`src/rtl/instr_fetch_fsm_pkg.sv`:
```
// Shared opcode constants, instruction layout and state encoding for the fetch sequencer.
// No timing of its own; no flow control.
package instr_fetch_fsm_pkg;

  localparam logic [3:0] OPC_NOP  = 4'b0000;
  localparam logic [3:0] OPC_ADD  = 4'b0001;
  localparam logic [3:0] OPC_HALT = 4'b1111;

  localparam int OP_LSB = 12;
  localparam int P1_LSB = 6;
  localparam int P2_LSB = 0;

  // para fields are one-hot register selects; all-ones means "no register"
  localparam logic [5:0] NO_REG = 6'b111111;

  typedef enum logic [3:0] {
    ST_IDLE   = 4'd0,
    ST_F_ADDR = 4'd1,
    ST_F_WAIT = 4'd2,
    ST_DECODE = 4'd3,
    ST_ISSUE  = 4'd4,
    ST_EXEC   = 4'd5,
    ST_HALT   = 4'd6
  } fetch_state_e;

  typedef struct packed {
    logic [3:0] op;
    logic [5:0] p1;
    logic [5:0] p2;
  } instr_t;

  function automatic instr_t split_instr(input logic [15:0] word);
    instr_t f;
    f.op = word[OP_LSB +: 4];
    f.p1 = word[P1_LSB +: 6];
    f.p2 = word[P2_LSB +: 6];
    return f;
  endfunction

endpackage

```
`src/rtl/instr_fetch_fsm_pc_counter.sv`:
```
// Program counter: synchronous clear, increment on enable, silent wrap modulo 2^PC_W.
// Latency: new value visible the cycle after i_inc; never stalls.
module instr_fetch_fsm_pc_counter #(
  parameter int PC_W = 8
) (
  input  logic            clk,
  input  logic            reset,
  input  logic            i_inc,
  output logic [PC_W-1:0] o_pc
);

  logic [PC_W-1:0] r_pc;

  always_ff @(posedge clk) begin
    if (reset) begin
      r_pc <= '0;
    end else if (i_inc) begin
      r_pc <= r_pc + PC_W'(1);
    end
  end

  assign o_pc = r_pc;

endmodule

```
`src/rtl/instr_fetch_fsm.sv`:
```
// Fetch/decode sequencer: reads imem, splits opcode/para1/para2, pulses start, waits for fetch.
// Latency: run (IDLE) or fetch (EXEC) to start is 4 cycles; holds in EXEC until fetch or watchdog expiry.
module instr_fetch_fsm
  import instr_fetch_fsm_pkg::*;
#(
  parameter int         PC_W    = 8,
  parameter int         TIMEOUT = 32,
  parameter logic [3:0] NOP_OP  = OPC_NOP,
  parameter logic [3:0] HALT_OP = OPC_HALT
) (
  input  logic            clk,
  input  logic            reset,
  input  logic            run,
  output logic [PC_W-1:0] imemAddr,
  output logic            imemRead,
  input  logic [15:0]     imemData,
  output logic            start,
  output logic [3:0]      opCode,
  output logic [5:0]      para1,
  output logic [5:0]      para2,
  input  logic            incr,
  input  logic            fetch,
  output logic            busy,
  output logic            halted,
  output logic            error,
  output logic [PC_W-1:0] pc
);

  localparam int             WD_W    = (TIMEOUT > 2) ? $clog2(TIMEOUT) : 1;
  localparam logic [WD_W-1:0] WD_LAST = WD_W'(TIMEOUT - 1);

  fetch_state_e    r_state;
  fetch_state_e    w_next;
  logic [15:0]     r_ir;
  logic [3:0]      r_op;
  logic [5:0]      r_p1;
  logic [5:0]      r_p2;
  logic [WD_W-1:0] r_wdog;
  logic            r_error;
  logic            w_pc_inc;
  logic            w_wd_expire;
  logic [PC_W-1:0] w_pc;
  instr_t          w_dec;

  assign w_dec       = split_instr(r_ir);
  assign w_wd_expire = (r_wdog == WD_LAST);

  instr_fetch_fsm_pc_counter #(.PC_W(PC_W)) u_pc (
    .clk   (clk),
    .reset (reset),
    .i_inc (w_pc_inc),
    .o_pc  (w_pc)
  );

  always_ff @(posedge clk) begin
    if (reset) begin
      r_state <= ST_IDLE;
      r_ir    <= '0;
      r_op    <= 4'b0000;
      r_p1    <= NO_REG;
      r_p2    <= NO_REG;
      r_wdog  <= '0;
      r_error <= 1'b0;
    end else begin
      r_state <= w_next;
      if (r_state == ST_F_WAIT) r_ir <= imemData;
      // Decoded fields are held until the next DECODE so the execute FSM can read them combinationally.
      if (r_state == ST_DECODE) begin
        r_op <= w_dec.op;
        r_p1 <= w_dec.p1;
        r_p2 <= w_dec.p2;
      end
      if (r_state == ST_ISSUE) begin
        r_wdog <= '0;
      end else if (r_state == ST_EXEC) begin
        r_wdog <= r_wdog + WD_W'(1);
      end
      if (r_state == ST_EXEC && !fetch && w_wd_expire) r_error <= 1'b1;
    end
  end

  always_comb begin
    w_next   = r_state;
    w_pc_inc = 1'b0;
    case (r_state)
      ST_IDLE:   if (run) w_next = ST_F_ADDR;
      ST_F_ADDR: w_next = ST_F_WAIT;
      ST_F_WAIT: w_next = ST_DECODE;
      ST_DECODE: begin
        if (w_dec.op == HALT_OP) begin
          w_next = ST_HALT;
        end else if (w_dec.op == NOP_OP) begin
          w_pc_inc = 1'b1;
          w_next   = run ? ST_F_ADDR : ST_IDLE;
        end else begin
          w_next = ST_ISSUE;
        end
      end
      ST_ISSUE:  w_next = ST_EXEC;
      ST_EXEC: begin
        w_pc_inc = incr;
        if (fetch) begin
          w_next = run ? ST_F_ADDR : ST_IDLE;
        end else if (w_wd_expire) begin
          w_next = ST_HALT;
        end
      end
      ST_HALT:   w_next = ST_HALT;
      default:   w_next = ST_IDLE;
    endcase
  end

  assign imemAddr = w_pc;
  assign pc       = w_pc;
  assign imemRead = (r_state == ST_F_ADDR) || (r_state == ST_F_WAIT);
  assign start    = (r_state == ST_ISSUE);
  assign busy     = (r_state != ST_IDLE) && (r_state != ST_HALT);
  assign halted   = (r_state == ST_HALT);
  assign error    = r_error;
  assign opCode   = r_op;
  assign para1    = r_p1;
  assign para2    = r_p2;

endmodule

```
`config.mk`:
```
export PLATFORM = sky130hd
export DESIGN_NAME = instr_fetch_fsm
export DESIGN_NICKNAME = d
export VERILOG_FILES = /design/src/rtl/instr_fetch_fsm_pkg.sv /design/src/rtl/instr_fetch_fsm_pc_counter.sv /design/src/rtl/instr_fetch_fsm.sv
export SDC_FILE = /design/constraint.sdc
export NUM_CORES = 1
export LEC_CHECK = 0
export CORE_MARGIN = 5
export CORE_UTILIZATION = 51
export DETAILED_ROUTE_END_ITERATION = 10
export PLACE_DENSITY_LB_ADDON = 0.15
export SLEW_MARGIN = 20
export SYNTH_ARGS = -nofsm -noshare
export SYNTH_HDL_FRONTEND = slang
export SYNTH_SLANG_ARGS = --single-unit
```
`constraint.sdc`:
```
create_clock -name clk -period 2.9 [get_ports clk]
set_clock_uncertainty 0.1 [all_clocks]
set_input_delay 0.435 -clock clk [delete_from_list [all_inputs] [get_ports clk]]
set_output_delay 0.435 -clock clk [all_outputs]
set_load 0.01 [all_outputs]
```
==> results.ini, run 1 <==
[finish]
nets = 322
n_fill_cell = 372
stdcell_area_um2 = 2700
final_cells = 349
drive_gt1_frac = 0.0535
syn2layout_area_growth_pct = 29.2
num_antenna_cells = 0
fin_util = 0.679

[route]
drt_iter0_markers = 136
routed_wl_um = 4420
vias = 1806
via_per_inst = 5.17
wl_per_cell_um = 12.7
drc = 0
first_pass_iters = 4
ant_nets = 0

[critical_path]
cp.required_ns = 2.37
crit_buf_inv = 1
max_stage_delay_ns = 0.56
critical_path.slowest_cell = clkdlybuf4s50_1
startpoint_type = flip-flop
reg2reg_from = r_state[0]$_SDFFE_PP0P_
critPathArrivalTime_ns = 1.83
rr_endpoint = u_pc.o_pc[7]$_SDFFE_PP0P_
reg2reg_depth = 4
cp_cell_sequence = nor2b_1, nor2b_1, clkdlybuf4s50_1
end_kind = primary output
critPathMaxFanout = 12
critPathTopFamily = buffers and inverters
reg2reg_slack_ns = 0.82
worstSetupPathType = flip-flop to primary output
path_common_cell = nor2b_1

[clock_network]
clockBufferDepth = 2
htreeDepth = 2
cts_hold_buf = 0
clock_latency_ns = 0.30
cts_sinks = 49
path_clk_slew_ns = 0.09
cts_root_buf = clkbuf_8
cts-buffers-inserted = 5
postCtsResizedCells = 0
cts_setup_buffers = 0
cts_tree = yes

[synthesis]
syn_inst = 256
synth.net_count = 280
synth_cell_types = 38
ys_top_cells_by_area = dfxtp_1 47%, nand2_1 13%, a21oi_1 7.0%
syn_avg_cell_area_um2 = 8.15
synth_seq_cells = 49
synthesis.area_um2 = 2090
yosys.area.top_type_share = 0.470
yosysWarningCount = 0
yosysSeqAreaShare = 0.470
yosysTopAreaCell = dfxtp_1

[pwr]
power_density_nw_per_um2 = 466
vdd_ir_drop_max_mv = 0.317
p_leak_nw = 1.01
finalPower_mw = 1.25

[floorplan]
io_pins = 58
core_um2 = 3970
die_area_um2 = 5470
die_w_um = 74.0
fp.dieH_um = 74.0
initial_utilization = 0.525
rows = 23

[place]
numPortBuffers = 57
placed_area_um2 = 2610
dp_slack_ns = 0.866
place_congestion = 0.737
dpl.cell_count = 341
post-dp-hpwl_um = 3000

[run_status]
outcome = complete, no violations

[sta]
grt_setup_unrepaired = false
min_period_ns = 2.36
finalCritPeriodShare = 0.814
hold_viol = 0
relSlewSlack = 0.571
whs_ns = 0.360
setup_ws_ns = 0.539
finalSetupTns_ns = 0
setup_viol = 0
slew_viol_final = 0
clock.fmax_ghz = 0.423
tightestPinTransition_ns = 0.644

[grt]
grt.total_usage = 0.172
met1_usage = 0.223
grt.met3_usage = 0.0514
grt_pass1_vias = 1579
grt_start_max_net_pins = 31
grt_first_pass_wirelength_um = 7290
antenna_found_initial = 0
grt_util_met2 = 0.271
grt-busiest-layer = met2
grt_overflow = 0

[min_path]
hp-start = r_ir[9]$_SDFFE_PP0P_
hp-class = flip-flop to flip-flop
whs_path_depth = 2
hold_path_end = r_ir[9]$_SDFFE_PP0P_

[flow_run]
cap_violations = 0

[worst reg2reg max path: cells and delay by family (launching register included)]
kind | cells | cell delay [ns]
simple gates | 2 | 0.94
flops | 1 | 0.61
compound gates | 2 | 0.35
[logic make-up after synthesis]
group,synth area share
AND/OR/NAND/NOR,0.293
buffers and inverters,0.0654
adder cells (fa/ha/maj),0.0180
XOR/XNOR,0.0210
multiplexers,0.0102
flip-flops,0.470
AO/OA/AOI/OAI,0.122
[cell usage after synthesis]
library cell	instances
nor3_1	1
buf_2	4
nor4_2	1
a31oi_1	2
a31o_2	1
mux2_2	1
and2_1	1
nand3_1	5
nor3b_1	1
xnor2_1	2
o31ai_1	1
nand3b_1	13
nand4_1	4
or4_1	1
dfxtp_1	49
o21bai_1	1
nor2b_1	6
nand2_1	72
ha_1	3
mux2i_1	1
and3b_1	2
a22oi_2	1
nand2b_1	1
a2bb2oi_1	1
o21ba_2	1
buf_4	9
and3_1	1
xor2_1	3
o21ai_0	5
a21oi_1	29
or3_1	5
nor4_1	2
or2_2	1
nor2_1	10
o31a_1	1
inv_1	1
clkbuf_1	12
a21o_1	1
[worst max-delay path by stage]
stage	from	endpoint	slack, ns	cells past startpoint
finish	r_state[2]$_SDFFE_PP0P_	start	0.54	3
detailed placement	r_state[1]$_SDFFE_PP0P_	busy	0.87	3
CTS	r_state[1]$_SDFFE_PP0P_	busy	0.52	3
global placement	r_state[2]$_SDFFE_PP0P_	start	0.83	3
global route	r_state[1]$_SDFFE_PP0P_	busy	0.41	3
floorplan	r_state[2]$_SDFFE_PP0P_	u_pc.o_pc[3]$_SDFFE_PP0P_	1.26	7
[metal layers]
metal / vias up / part of all wire
li1: 931 / -
met1: 832 / 0.46
met2: 39 / 0.47
met3: 4 / 0.059
met4: 0 / 0.010
met5: - / 0
[area by class of cell]
type	count	area, um2	area share
Clock buffer	6	72.6	0.0269
Timing Repair Buffer	60	593	0.220
Tap cell	50	62.6	0.0232
Sequential cell	49	981	0.364
Clock inverter	2	13.8	0.00511
Inverter	1	3.75	0.00139
Multi-Input combinational cell	181	968	0.359
[placed cells by master, fill, tap and decap left out, types with 2 or more instances in the layout]
cell,instances
dfxtp_1,49
a31oi_1,2
clkdlybuf4s50_1,57
a21oi_1,29
nand2_1,72
o21ai_0,5
clkbuf_8,5
nor2_1,10
and3b_1,2
xnor2_1,2
nand3_1,5
ha_1,3
buf_4,3
nand4_1,4
nor4_1,2
xor2_1,3
nor2b_1,6
nand3b_1,13
or3_1,5
[power by group]
part	leakage [nW]	total [mW]	internal [mW]	switching (mW)
sequential	0.397	0.713	0.693	0.0206
combinational	0.565	0.146	0.0798	0.0658
clock	0.0456	0.396	0.172	0.224
total	1.01	1.25	0.945	0.310
[sequential cells by signal, indices dropped and copies added (netlist names)]
| register | cells |
|---|---|
| u_pc.o_pc | 8 |
| r_wdog | 5 |
| para1 | 6 |
| r_state | 3 |
| r_ir | 16 |
| para2 | 6 |
| opCode | 4 |
| error | 1 |
No activity file was read; power rests on OpenSTA's default activity.
==> run 2, diff against run 1 <==
--- a/config.mk
+++ b/config.mk
@@ -6,7 +6,7 @@
 export NUM_CORES = 1
 export LEC_CHECK = 0
 export CORE_MARGIN = 5
-export CORE_UTILIZATION = 51
+export CORE_UTILIZATION = 47
 export DETAILED_ROUTE_END_ITERATION = 10
 export PLACE_DENSITY_LB_ADDON = 0.15
 export SLEW_MARGIN = 20
==> constraint.sdc (replaced) <==
create_clock -name clk -period 2.5 [get_ports clk]
set_clock_uncertainty 0.1 [all_clocks]
set_input_delay 0.375 -clock clk [delete_from_list [all_inputs] [get_ports clk]]
set_output_delay 0.375 -clock clk [all_outputs]
set_load 0.01 [all_outputs]
==> run 2 against run 1 <==
Sequential cell count is the same. Sequential power increased by 16%. Clock power rose by 38%. Critical path depth unchanged. Critical endpoint is now busy. Highest routed layer unchanged.
==> results.ini, run 2 (same netlist as run 1, synthesis figures left out) <==
[critical_path]
reg2reg_slack_ns = 0.46  ; was 0.82 ns
reg2reg_from = r_state[0]$_SDFFE_PP0P_  ; unchanged
worstSetupPathType = flip-flop to primary output  ; unchanged
critPathArrivalTime_ns = 1.86  ; was 1.83 ns
cp.required_ns = 2.03  ; was 2.37 ns
reg2reg_depth = 4  ; unchanged
end_kind = primary output  ; unchanged
rr_endpoint = u_pc.o_pc[7]$_SDFFE_PP0P_  ; unchanged
startpoint_type = flip-flop  ; unchanged
critPathMaxFanout = 13  ; was 12

[route]
vias = 1808  ; was 1806
via_per_inst = 5.15  ; was 5.17
ant_nets = 0  ; unchanged
routed_wl_um = 4570  ; was 4420 um
drt_iter0_markers = 85  ; was 136
drc = 0  ; unchanged
wl_per_cell_um = 13.0  ; was 12.7 um
first_pass_iters = 4  ; unchanged

[sta]
finalCritPeriodShare = 0.933
hold_viol = 0  ; unchanged
relSlewSlack = 0.592  ; was 0.571
setup_viol = 0  ; unchanged
grt_setup_unrepaired = false  ; unchanged
slew_viol_final = 0  ; unchanged
finalSetupTns_ns = 0  ; unchanged
min_period_ns = 2.33
tightestPinTransition_ns = 0.612  ; was 0.644 ns
setup_ws_ns = 0.166  ; was 0.539 ns
clock.fmax_ghz = 0.429

[place]
post-dp-hpwl_um = 3150  ; was 3000 um
numPortBuffers = 57  ; unchanged
dp_slack_ns = 0.492  ; was 0.866 ns
place_congestion = 0.780  ; was 0.737
placed_area_um2 = 2620  ; was 2610 um2

[finish]
mostFrequentLayoutCells = 72 x nand2_1, 57 x clkdlybuf4s50_1, 49 x dfxtp_1  ; unchanged
syn2layout_area_growth_pct = 30.5  ; was 29.2%
largest_reg_flops = 16  ; unchanged
fin_util = 0.630  ; was 0.679
multi_input_area_um2 = 968  ; unchanged
mostFrequentLayoutCell = nand2_1  ; unchanged
stdcell_area_um2 = 2720  ; was 2700 um2
num_antenna_cells = 0  ; unchanged
nets = 323  ; was 322
drive_gt1_frac = 0.0569  ; was 0.0535
regMostFlops = r_ir  ; unchanged
n_fill_cell = 403  ; was 372
area.sequential_um2 = 981  ; unchanged

[run_status]
outcome = complete, no violations  ; unchanged

[grt]
grt_overflow = 0  ; unchanged
grt_pass1_vias = 1694  ; was 1579
antenna_found_initial = 0  ; unchanged
grt_start_max_net_pins = 22  ; was 31
grt_first_pass_wirelength_um = 7670  ; was 7290 um
grt.total_usage = 0.156  ; was 0.172

[floorplan]
io_pins = 58  ; unchanged
die_area_um2 = 5870  ; was 5470 um2
fp.dieH_um = 76.6  ; was 74.0 um
initial_utilization = 0.482  ; was 0.525
core_um2 = 4320  ; was 3970 um2
die_w_um = 76.6  ; was 74.0 um
rows = 24  ; was 23

[clock_network]
htreeDepth = 2  ; unchanged
cts_sinks = 49  ; unchanged
postCtsResizedCells = 0  ; unchanged
cts_tree = yes  ; unchanged
path_clk_slew_ns = 0.09  ; about the same
clockBufferDepth = 2  ; unchanged
cts_setup_buffers = 0  ; unchanged
cts_hold_buf = 0  ; unchanged
clock_latency_ns = 0.30  ; about the same
cts-buffers-inserted = 5  ; unchanged
cts_root_buf = clkbuf_8  ; unchanged

[flow_run]
cap_violations = 0  ; unchanged

[pwr]
finalPower_mw = 1.54  ; was 1.25 mW
p_leak_nw = 1.02  ; was 1.01 nW
power_density_nw_per_um2 = 567  ; was 466 nW/um2
vdd_ir_drop_max_mv = 0.323  ; was 0.317 mV

[min_path]
hp-class = flip-flop to flip-flop  ; unchanged
hp-start = opCode[2]$_SDFFE_PP0N_  ; was r_ir[9]$_SDFFE_PP0P_
hold_path_end = opCode[2]$_SDFFE_PP0N_  ; was r_ir[9]$_SDFFE_PP0P_
whs_path_depth = 2  ; unchanged

-- run 2: worst max-delay path: stages (launching register included) --
cell	delay [ns]
dfxtp_1	0.54
nor2b_1	0.34
or3_1	0.16
clkdlybuf4s50_1	0.53
-- run 2: worst max-delay path by stage --
stage | startpoint | end | slack (ns)
4_1_cts | r_state[1]$_SDFFE_PP0P_ | busy | 0.17
5_1_grt | r_state[2]$_SDFFE_PP0P_ | start | 0.05
2_1_floorplan | r_state[2]$_SDFFE_PP0P_ | u_pc.o_pc[3]$_SDFFE_PP0P_ | 0.86
3_3_place_gp | r_state[0]$_SDFFE_PP0P_ | u_pc.o_pc[7]$_SDFFE_PP0P_ | 0.54
6_report | r_state[1]$_SDFFE_PP0P_ | busy | 0.17
3_5_place_dp | r_state[0]$_SDFFE_PP0P_ | u_pc.o_pc[5]$_SDFFE_PP0P_ | 0.49
-- run 2: layout make-up --
type / count / area share
timing repair buffer: 61 / 0.221
clock buffer: 5 / 0.0253
clock inverter: 2 / 0.0129
sequential: 49 / 0.360
multi-input combinational: 181 / 0.356
inverter: 1 / 0.00138
tap: 52 / 0.0239
-- run 2: power by group --
group | switching (mW) | internal [mW] | total [mW]
Clock | 0.254 | 0.291 | 0.545
Sequential | 0.0238 | 0.803 | 0.827
Combinational | 0.0767 | 0.0935 | 0.170
-- run 2: routing by layer --
layer / GRT usage / routed length [um] / vias to the layer above
met4: 0.0472 / 59 / 0
met3: 0.0485 / 284 / 7
met1: 0.201 / 2160 / 816
li1: - / - / 938
met2: 0.250 / 2070 / 47
met5: 0 / 0 / -
-- run 2: through the flow --
| stage | hold WS (ns) | cells |
|---|---|---|
| floorplan | 0.337 | 256 |
| global placement | 0.342 | 344 |
| detailed placement | 0.346 | 344 |
| CTS | 0.359 | 351 |
| global route | 0.386 | 351 |
| finish | 0.357 | 351 |
==> patch 1, RTL diff (settings of run 1) <==
Put a register stage on the output `imemAddr`, without a reset. The value now appears one clock later. The other outputs are not delayed to match.
--- a/src/rtl/instr_fetch_fsm.sv
+++ b/src/rtl/instr_fetch_fsm.sv
@@ -111,5 +111,7 @@
   end
 
-  assign imemAddr = w_pc;
+  always_ff @(posedge clk) begin
+    imemAddr <= w_pc;
+  end
   assign pc       = w_pc;
   assign imemRead = (r_state == ST_F_ADDR) || (r_state == ST_F_WAIT);
Check against the original RTL: not equivalent (Yosys sat finds a counterexample within 10 cycles, from zero or initial values and one cycle with reset high).
==> patch 1 against run 1 <==
Wire length is 8.0% higher; die area is 3.6% higher; synthesized area is 4.2% higher; sequential cell count is 8 higher; maximum frequency is 0.77% higher; highest routed layer unchanged; power is 28% higher; clock power is 61% higher; setup slack better by 0.018 ns; final area is 8.3% higher.
==> patch 1: results (changes against run 1) <==
vias per cell=5.20 (+0.53%); Cell variety after synth=37 (-2.6%); slowest stage delay, CP=0.52 ns (-0.04 ns); routed wire length=4.78 mm (+8.0%); global-route wire length before repair=8.05 mm (+10%); Worst-path clk slew=0.06 ns (-0.03 ns); layout cells sized above 1=6.11% (+0.76 points); GRT Total Usage=18.8% (+1.6 points); 1st-iter DRT viols=109 (-20%); maximum VDD drop=0.337 mV (+6.3%); filler instances=346 (-7.0%); Seq/Total Area, Yosys=52.5% (+5.5 points); top post-synthesis cells by count=74 x nand2_1, 57 x dfxtp_1, 31 x a21oi_1, 13 x nand3b_1, 12 x clkbuf_1; GPL Wtd Cong=0.795 (+7.9%); setup bufs post-CTS=0 (unchanged); total CTS buffers=9 (+4); Mean Syn Cell Area=8.52 um2 (+4.6%); actual slew at the worst max-slew pin=0.625 ns (-0.0185 ns); worst-path fanout max=13 (+1); Layout Cells excl Fill=361 (+3.4%); Leak Pwr=1.11 nW (+9.8%); placed insts=348 (+2.1%); pin count of the biggest net entering global routing=45 (+45%); H-tree Lvls=3 (+1); vias in the first global route=1,771 (+12%); syn_nets=279 (-0.36%); CP max stage cell=dfxtp_1; Worst EP arrival=1.81 ns (-0.02 ns); status=finished, final reports clean; # nets final=333 (+3.4%)
[patch 1: area by class of cell]
type	count	area (um2)	area share [%]
well taps	50	62.6	2.14
repair buffers	60	593	20.3
inverters	1	3.75	0.129
flip-flops and latches	57	1140	39.1
clock buffers	13	169	5.79
multi-input cells	180	950	32.5
[patch 1: final timing paths]
kind | end | depth (start not counted) | from | slack (ns)
setup reg to reg | u_pc.o_pc[7] | 4 | r_state[0] | 0.83
hold reg to reg | imemAddr[6] | 0 | u_pc.o_pc[6] | 0.29
hold / removal | imemAddr[6] | 0 | u_pc.o_pc[6] | 0.29
setup / recovery | busy | 3 | r_state[1] | 0.56
[patch 1: cell families (layout without fill, tap and decap cells)]
logic type | count (synthesis) | in the layout | share of synthesized area, %
flip-flops | 57 | 57 | 52.5
multiplexers | 1 | 1 | 0.461
XOR/XNOR | 5 | 5 | 2.02
AO/OA/AOI/OAI | 46 | 46 | 11.9
adder cells (fa/ha/maj) | 3 | 3 | 1.73
AND/OR/NAND/NOR | 125 | 125 | 27.6
buffers and inverters | 18 | 74 | 3.80
[patch 1: per-layer routing]
metal  up-vias  track usage [%]  share of wire (%)
met4         0             6.99                1.3
met1       864             24.0                 47
met3         6             6.28                5.8
met5         -                0                  0
met2        50             29.4                 46
li1        958                -                  -
[patch 1: where the power goes]
part | switching, mW | leakage [nW] | internal (mW)
sequential | 0.0201 | 0.461 | 0.805
clock | 0.272 | 0.0875 | 0.366
combinational | 0.0662 | 0.557 | 0.0792
total | 0.358 | 1.11 | 1.25
==> patch 2, RTL diff (settings of run 1) <==
Made on the original files. Set the package constant `OP_LSB` to 6 (it was 12).
--- a/src/rtl/instr_fetch_fsm_pkg.sv
+++ b/src/rtl/instr_fetch_fsm_pkg.sv
@@ -7,5 +7,5 @@
   localparam logic [3:0] OPC_HALT = 4'b1111;
 
-  localparam int OP_LSB = 12;
+  localparam int OP_LSB = 6;
   localparam int P1_LSB = 6;
   localparam int P2_LSB = 0;
Behaviour: not the same (Yosys sat finds a counterexample within 10 cycles, from zero or initial values and one cycle with reset high).
==> patch 2 against run 1 <==
Final area decreased by 6.2%; maximum frequency increased by 2.0%; synthesized area decreased by 8.1%; power increased by 1.1%; count of clock-buffer cells in the layout increased by 1; wire length down 14%; final cell count down 11%; setup slack improved by 0.046 ns; sequential cell count shrank 4.
==> patch 2: results (changes against run 1) <==
IO Port Bufs=53 (-7.0%); Pint=0.992 mW (+5.0%); synth top area cells=dfxtp_1 47%, nand2_1 7.0%, mux2i_1 6.8%; layout cells sized above 1=6.90% (+1.5 points); GR Util met3=4.91% (-0.23 points); GPL Wtd Cong=0.764 (+3.7%); Reg2Reg Depth=5 (+1); 1st-iter DRT viols=92 (-32%); worst-path fanout max=13 (+1); Leak Pwr=0.953 nW (-5.4%); Seq/Total Area, Yosys=47.0% (about the same); global-route wire length before repair=6.78 mm (-6.9%); actual slew at the worst max-slew pin=0.575 ns (-0.0681 ns); drt wl/cell=12.4 um (-2.5%); detailed placement HPWL=2.68 mm (-11%); top post-synthesis cells by count=45 x dfxtp_1, 36 x nand2_1, 21 x nor2_1, 19 x a21oi_1, 13 x mux2i_1; GRT Total Usage=16.4% (-0.76 points); routed vias=1,568 (-13%); reg2reg setup slack=0.89 ns (+0.07 ns); # nets final=284 (-12%); hold_sp=opCode[0]; Worst EP arrival=1.78 ns (-0.05 ns); syn_nets=241 (-14%); met1 usage=19.8% (-2.6 points); Cell variety after synth=35 (-7.9%); clock share of power=38.0% (+6.4 points); worst setup path end=busy; maximum VDD drop=0.336 mV (+6.0%); status=finished, final reports clean; Critical Path Start=r_state[1]; pin count of the biggest net entering global routing=42 (+35%)
patch 2: cell types whose count changed after synthesis, moves of 6 or more:
cell / before / now
a21oi_1: 29 / 19
mux2i_1: 1 / 13
nand2_1: 72 / 36
clkbuf_1: 12 / 6
nor2_1: 10 / 21
patch 2: worst min-delay path by stage:
stage	end	cells after the start
floorplan	para2[0]	2
global placement	opCode[1]	2
detailed placement	opCode[0]	2
CTS	opCode[0]	2
global route	opCode[3]	2
finish	opCode[0]	2
patch 2: cell families (layout without fill, tap and decap cells):
kind of cell	count (synthesis)	in the layout	synth area share (%)
buf+inv	21	65	6.40
fa+ha+maj	3	3	1.96
simple gates	96	96	25.5
flops	45	45	47.0
compound gates	34	34	10.1
mux	13	13	6.79
xor+xnor	5	5	2.29
patch 2: final cells by class:
cell class | instances | area (um2)
clock inverters | 1 | 30.0
well taps | 48 | 60.1
clock buffers | 7 | 86.3
inverters | 1 | 3.75
repair buffers | 56 | 553
flip-flops and latches | 45 | 901
fillers | 312 | 1130
multi-input cells | 151 | 893
patch 2: metrics by stage:
stage	hold slack (ns)	power [mW]	std cells	cell area [um2]	setup WS (ns)
5_1_grt	0.397	1.32	309	2530	0.384
6_report	0.363	1.27	309	2530	0.584
2_1_floorplan	0.337	0.741	217	1920	1.30
3_3_place_gp	0.345	0.801	301	2410	0.894
4_1_cts	0.366	1.28	309	2530	0.574
3_5_place_dp	0.352	0.802	301	2410	0.901
patch 2: layer usage:
metal	vias up	part of all wire (%)
li1	815	-
met3	7	6.8
met4	0	1.9
met1	709	45
met2	37	47
met5	-	0
patch 2: critical path, cell delays in order, from the launching register on:
cell,delay (ns)
dfxtp_1,0.54
nor2b_1,0.12
or3_1,0.35
clkdlybuf4s50_1,0.48
